===== src/rtl/mem_stage.sv =====
// mem_stage -- memory-access pipeline stage between EX and WB.
//
// Latches one instruction from EX, waits for the data SRAM on loads, and
// presents the extended load result (or the ALU result) to WB. A three-state
// FSM tracks the load:
//   IDLE (no load outstanding), WAIT (waiting for data_ok), and
//   HOLD (data captured but WB not ready).
// Load data is passed through combinationally in the cycle data_ok arrives.
// Otherwise it comes from a 32-bit hold register.
//
// Ports:
//   clk, reset          rising-edge clock, asynchronous active-high reset
//   valid, EXE_ready_go EX offers a finished instruction this cycle
//   EXEreg_bus          {mem_op[2:0], alu_result[31:0], rf_we, res_from_mem,
//                        rf_waddr[4:0], pc[31:0]}
//   data_sram_rdata     load data from the data SRAM
//   data_sram_data_ok   data_sram_rdata is valid this cycle
//   WB_allow_in         WB can take an instruction
//   MEM_allow_in        this stage can take an instruction from EX
//   MEM_ready_go        this stage's result is complete
//   MEM_valid           instruction valid towards WB
//   MEMreg_bus          {alu_result, mem_result, rf_we, res_from_mem,
//                        rf_waddr, pc}
//   MEM_bypass_bus      {rf_waddr, rf_we, ld_pending, rf_wdata}
//
// Configuration macro: MEM_BYPASS_EN.
//   When it is defined, the stage drives the forwarding bus.
//   When it is undefined, MEM_bypass_bus is tied to zero.

`ifndef EXEReg_BUS_LEN
`define EXEReg_BUS_LEN 74
`endif
`ifndef MEMReg_BUS_LEN
`define MEMReg_BUS_LEN 103
`endif

module mem_stage (
  input  logic                       clk,
  input  logic                       reset,
  input  logic                       valid,
  input  logic                       EXE_ready_go,
  input  logic [`EXEReg_BUS_LEN-1:0] EXEreg_bus,
  input  logic [31:0]                data_sram_rdata,
  input  logic                       data_sram_data_ok,
  input  logic                       WB_allow_in,
  output logic                       MEM_allow_in,
  output logic                       MEM_ready_go,
  output logic                       MEM_valid,
  output logic [`MEMReg_BUS_LEN-1:0] MEMreg_bus,
  output logic [38:0]                MEM_bypass_bus
);

  localparam int DATA_W = 32;

  typedef enum logic [1:0] {S_IDLE = 2'd0, S_WAIT = 2'd1, S_HOLD = 2'd2} state_t;

  state_t                     state, state_nxt;
  logic                       vld;
  logic [`EXEReg_BUS_LEN-1:0] ebus;
  logic [DATA_W-1:0]          hold_data;
  logic                       load_en, accept, capture_en, use_live;
  logic [DATA_W-1:0]          raw_data, mem_result;

  logic [2:0]        e_mem_op;
  logic [DATA_W-1:0] e_alu;
  logic              e_rf_we, e_rfm;
  logic [4:0]        e_waddr;
  logic [31:0]       e_pc;

  assign e_mem_op = ebus[73:71];
  assign e_alu    = ebus[70:39];
  assign e_rf_we  = ebus[38];
  assign e_rfm    = ebus[37];
  assign e_waddr  = ebus[36:32];
  assign e_pc     = ebus[31:0];

  // Extend the loaded word according to mem_op and the low address bits.
  function automatic logic [DATA_W-1:0] load_extend(input logic [2:0]        op,
                                                    input logic [1:0]        a,
                                                    input logic [DATA_W-1:0] w);
    logic signed [7:0]  b;
    logic signed [15:0] h;
    case (a)
      2'd0:    b = w[7:0];
      2'd1:    b = w[15:8];
      2'd2:    b = w[23:16];
      default: b = w[31:24];
    endcase
    h = a[1] ? w[31:16] : w[15:0];
    case (op)
      3'b001:  load_extend = {{24{b[7]}}, b};
      3'b101:  load_extend = {24'd0, b};
      3'b010:  load_extend = {{16{h[15]}}, h};
      3'b110:  load_extend = {16'd0, h};
      default: load_extend = w;
    endcase
  endfunction

  assign load_en      = valid & EXE_ready_go & MEM_allow_in;
  assign accept       = MEM_valid & WB_allow_in;
  assign MEM_allow_in = ~vld | (MEM_ready_go & WB_allow_in);
  assign MEM_valid    = vld & MEM_ready_go;

  // Stage p0 -> p1 boundary: instruction register and valid bit.
  always_ff @(posedge clk or posedge reset) begin
    if (reset) begin
      vld  <= 1'b0;
      ebus <= '0;
    end else if (load_en) begin
      vld  <= 1'b1;
      ebus <= EXEreg_bus;
    end else if (accept) begin
      vld  <= 1'b0;
    end
  end

  // FSM state register.
  always_ff @(posedge clk or posedge reset) begin
    if (reset) state <= S_IDLE;
    else       state <= state_nxt;
  end

  // FSM next-state logic. A new entry selects its own state, which also
  // covers the back-to-back case where WB accepts in the same edge.
  always_comb begin
    state_nxt = state;
    if (load_en)
      state_nxt = EXEreg_bus[37] ? S_WAIT : S_IDLE;
    else if (accept)
      state_nxt = S_IDLE;
    else if (state == S_WAIT && data_sram_data_ok && !WB_allow_in)
      state_nxt = S_HOLD;
  end

  // FSM outputs. data_ok is only honoured while a load is waiting.
  always_comb begin
    capture_en   = 1'b0;
    use_live     = 1'b0;
    MEM_ready_go = ~e_rfm | data_sram_data_ok | (state == S_HOLD);
    if (state == S_WAIT && data_sram_data_ok) begin
      capture_en = 1'b1;
      use_live   = 1'b1;
    end
  end

  // Load data hold register.
  always_ff @(posedge clk or posedge reset) begin
    if (reset)           hold_data <= '0;
    else if (capture_en) hold_data <= data_sram_rdata;
  end

  assign raw_data   = use_live ? data_sram_rdata : hold_data;
  assign mem_result = load_extend(e_mem_op, e_alu[1:0], raw_data);
  assign MEMreg_bus = {e_alu, mem_result, e_rf_we & vld, e_rfm, e_waddr, e_pc};

`ifdef MEM_BYPASS_EN
  logic              ld_pending;
  logic [DATA_W-1:0] rf_wdata;
  assign ld_pending     = vld & e_rfm & ~MEM_ready_go;
  assign rf_wdata       = e_rfm ? mem_result : e_alu;
  assign MEM_bypass_bus = {e_waddr, e_rf_we & vld, ld_pending, rf_wdata};
`else
  assign MEM_bypass_bus = '0;
`endif

endmodule


===== config.mk =====
export PLATFORM = sky130hd
export DESIGN_NAME = mem_stage
export DESIGN_NICKNAME = d
export VERILOG_FILES = /design/src/rtl/mem_stage.sv
export SDC_FILE = /design/constraint.sdc
export NUM_CORES = 1
export LEC_CHECK = 0
export BUFFER_PORTS_ARGS = -buffer_cell sky130_fd_sc_hd__buf_2
export CAP_MARGIN = 20
export CORE_UTILIZATION = 30
export DETAILED_ROUTE_END_ITERATION = 8
export PLACE_DENSITY_LB_ADDON = 0.25
export SETUP_SLACK_MARGIN = 0.1
export SYNTH_ARGS = -nofsm -noshare
export SYNTH_HDL_FRONTEND = slang
export SYNTH_SLANG_ARGS = --single-unit
export TNS_END_PERCENT = 100

===== constraint.sdc =====
create_clock -name clk -period 10 [get_ports clk]
set_input_delay 2 -clock clk [delete_from_list [all_inputs] [get_ports clk]]
set_output_delay 2 -clock clk [all_outputs]
set_load 0.02 [all_outputs]

==> summary.txt <==
Run status
  – Status: complete, no violations

Timing
  – Worst-margin pin slew: 1010 ps
  – Fin crit period: 6460 ps
  – Setup_tns: 0 ps
  – RSZ-0062 raised after global routing: no
  – Final setup viols: 0
  – Final hold vios: 0
  – Period utilization: 64.6%
  – Fmax: 155 MHz
  – Slew HR: 32.4%
  – Final Max Tran Viols: 0
  – Worst setup margin: 3540 ps
  – Fin Clk Skew: 6.87 ps
  – WHS: 494 ps

Synthesis
  – Number of distinct library cells after synthesis: 38
  – Simple-Gate Fraction of Synth Area: 6.31%
  – Area leader, netlist: dfrtp_1
  – Sequential share of the synthesized area: 46.6%
  – Mux contribution to synthesized area: 23.3%
  – Largest cells by area after synthesis: dfrtp_1 47%, mux2_2 19%, buf_4 14%, mux2i_1 3.1%, nor3_1 1.4%
  – Syn Area/Cell: 11.4 um2
  – Yosys Warn Count: 0
  – Synth Area in XOR/XNOR: 0.150%
  – Yosys reg bits: 109
  – Synth top area share: 46.6%
  – Top FF cell, synth: dfrtp_1
  – FFs w/ async S/R, synth: 100%
  – Top post-synthesis cells by count: 109 x buf_4, 109 x dfrtp_1, 101 x mux2_2
  – Main combinational cell family by area after synthesis: multiplexers
  – Synth Area in Adders: 0%
  – Number of synthesized flops with an enable pin: 0
  – Synth Instances: 512
  – Compound-gate portion of the synthesized area: 6.27%
  – Syn Std Cell Area: 0.00585 mm2

Global route
  – GRT overflow: 0
  – First-pass GRT wire length: 22800 um
  – Largest net degree at the start of global routing: 73
  – GRT Overall Usage: 14.5%
  – Number of global-route vias before repair: 4412
  – Initial antenna violation count: 0

Power and ir drop
  – Sw Ratio: 40.0%
  – Int Pwr: 0.00111 W
  – Share of power burned in registers: 35.3%
  – Clock share of power: 20.9%
  – LEAKAGE: 3.29 nW
  – Switch Pwr: 0.000742 W
  – Logic gate share of total power: 43.8%
  – PD cells: 272 mW/mm2
  – Worst ir drop on vdd: 90.5 uV

Clock tree
  – Clk Latency, worst-skew pair: 350 ps
  – CTS Hold Buffers Added: 0
  – Resize count post-CTS: 0
  – Post-CTS setup buffers: 0
  – H-tree depth: 3
  – Clock sink count: 109
  – Worst-path clk slew: 70 ps
  – Total CTS buffers: 9
  – CTS tree: built
  – Clock tree root driver cell: clkbuf_16
  – Clk buf depth: 2

Final layout
  – Design area: 0.00683 mm2
  – # nets final: 759
  – Area Overhead vs Synth: 16.7%
  – Layout cells sized above 1: 53.1%
  – Final std cells w/o fill: 912
  – # diodes: 0

Setup path
  – FF-to-FF Start: state[0]$_DFFE_PP0P_
  – Reg-to-Reg End: ebus[7]$_DFFE_PP0P_
  – Length in cells of the worst reg-to-reg path: 5
  – Req. time, crit path: 8000 ps
  – R2R setup slack: 7650 ps
  – Critical path launch point type: input port
  – Worst Path Max Fanout: 36
  – Critical path arrival: 4460 ps
  – Crit end category: output port
  – Crit path kind: input port to output port

Hold path
  – Class of the worst hold path: flip-flop to flip-flop
  – Worst Hold Launch: hold_data[1]$_DFF_PP0_
  – Hold EP: hold_data[1]$_DFF_PP0_
  – Hold Path Depth: 2

Floorplan
  – Ports: 257
  – Die area: 0.0201 mm2
  – Core Area: 0.0189 mm2
  – Cell Rows: 50
  – Height of the die: 142 um
  – Initial Util: 31.0%
  – Die width: 142 um

Placement
  – Setup Slack @ Placement: 3560 ps
  – Detail Placement HPWL: 10600 um
  – Area after DPL: 0.00650 mm2
  – Dpl cells: 896
  – Final GP Congestion: 0.807
  – IO buf count: 217

Route
  – Via/cell ratio: 4.53
  – DR pass1 iterations: 9
  – Residual DRC: 0
  – Total number of vias: 4128
  – WL final: 14300 um
  – Number of DRC markers in iteration 0: 195
  – Wirelength per Cell: 15.7 um
  – Post-DRT Antenna Nets: 0

Run
  – Max-cap viol count: 0
-- metal layers --
metal	GRT usage [%]	routed length [um]	share of wire, %	up-vias
li1	-	-	-	1895
met1	17.7	5960	42	1976
met2	24.2	6800	47	240
met3	4.39	1370	9.6	17
met4	5.43	204	1.4	0
met5	0	0	0	-
-- registers in the layout, indices dropped and copies added (netlist names) --
signal     cells
ebus          74
hold_data     32
vld            1
state          2
-- through the flow --
stage | util (%) | power [W]
6_report | 36.1 | 0.00185
5_1_grt | 36.1 | 0.00197
4_1_cts | 36.1 | 0.00187
3_5_place_dp | 34.4 | 0.00147
3_3_place_gp | 34.4 | 0.00146
2_1_floorplan | - | 0.00130
-- worst max path at each step --
stage	startpoint	endpoint	slack, ps
global placement	data_sram_data_ok	MEMreg_bus[49]	3630
finish	data_sram_data_ok	MEMreg_bus[52]	3540
floorplan	data_sram_data_ok	MEMreg_bus[46]	4370
CTS	data_sram_data_ok	MEMreg_bus[52]	3560
global route	data_sram_data_ok	MEMreg_bus[47]	3410
detailed placement	data_sram_data_ok	MEMreg_bus[52]	3560
-- logic make-up after synthesis --
| family | after synthesis |
|---|---|
| simple gates | 77 |
| mux | 121 |
| other cells | 1 |
| buf+inv | 152 |
| flops | 109 |
| compound gates | 51 |
| xor+xnor | 1 |
-- layout by cell type, fill, tap and decap left out, drive strengths merged, types with 2 or more instances in the layout --
master and n:
a211oi 7, a21oi 13, a222oi 5, a22oi 4
a2bb2oi 7, a31oi 7, and2 3, and3 7
and3b 2, buf 222, bufinv 2, clkbuf 9
clkinv 4, conb 39, dfrtp 109, inv 17
mux2 101, mux2i 18, mux4 2, nand2 20
nand2b 2, nand3 5, nor2 18, nor3 16
o21ai 3
-- power by group through the flow --
stage                     clock network, W  logic (W)  registers, W
after global routing              0.000422   0.000873      0.000672
final                             0.000388   0.000812      0.000654
after floorplan                          0   0.000680      0.000624
after detailed placement                 0   0.000813      0.000661
after global placement                   0   0.000805      0.000655
after CTS                         0.000405   0.000814      0.000655
-- area by class of cell --
cell class | count | area (um2)
clock inverters | 7 | 96.3
inverters | 16 | 62.6
clock buffers | 9 | 225
fillers | 1940 | 12100
repair buffers | 222 | 1120
flip-flops and latches | 109 | 2730
well taps | 260 | 325
multi-input cells | 289 | 2270
-- critical path, cell delays in order --
cell and delay (ps):
buf_2 100, and3b_2 820, mux4_2 610, or3_1 480, a2bb2oi_1 210, buf_2 190
Power figures use the tool's default switching activity.
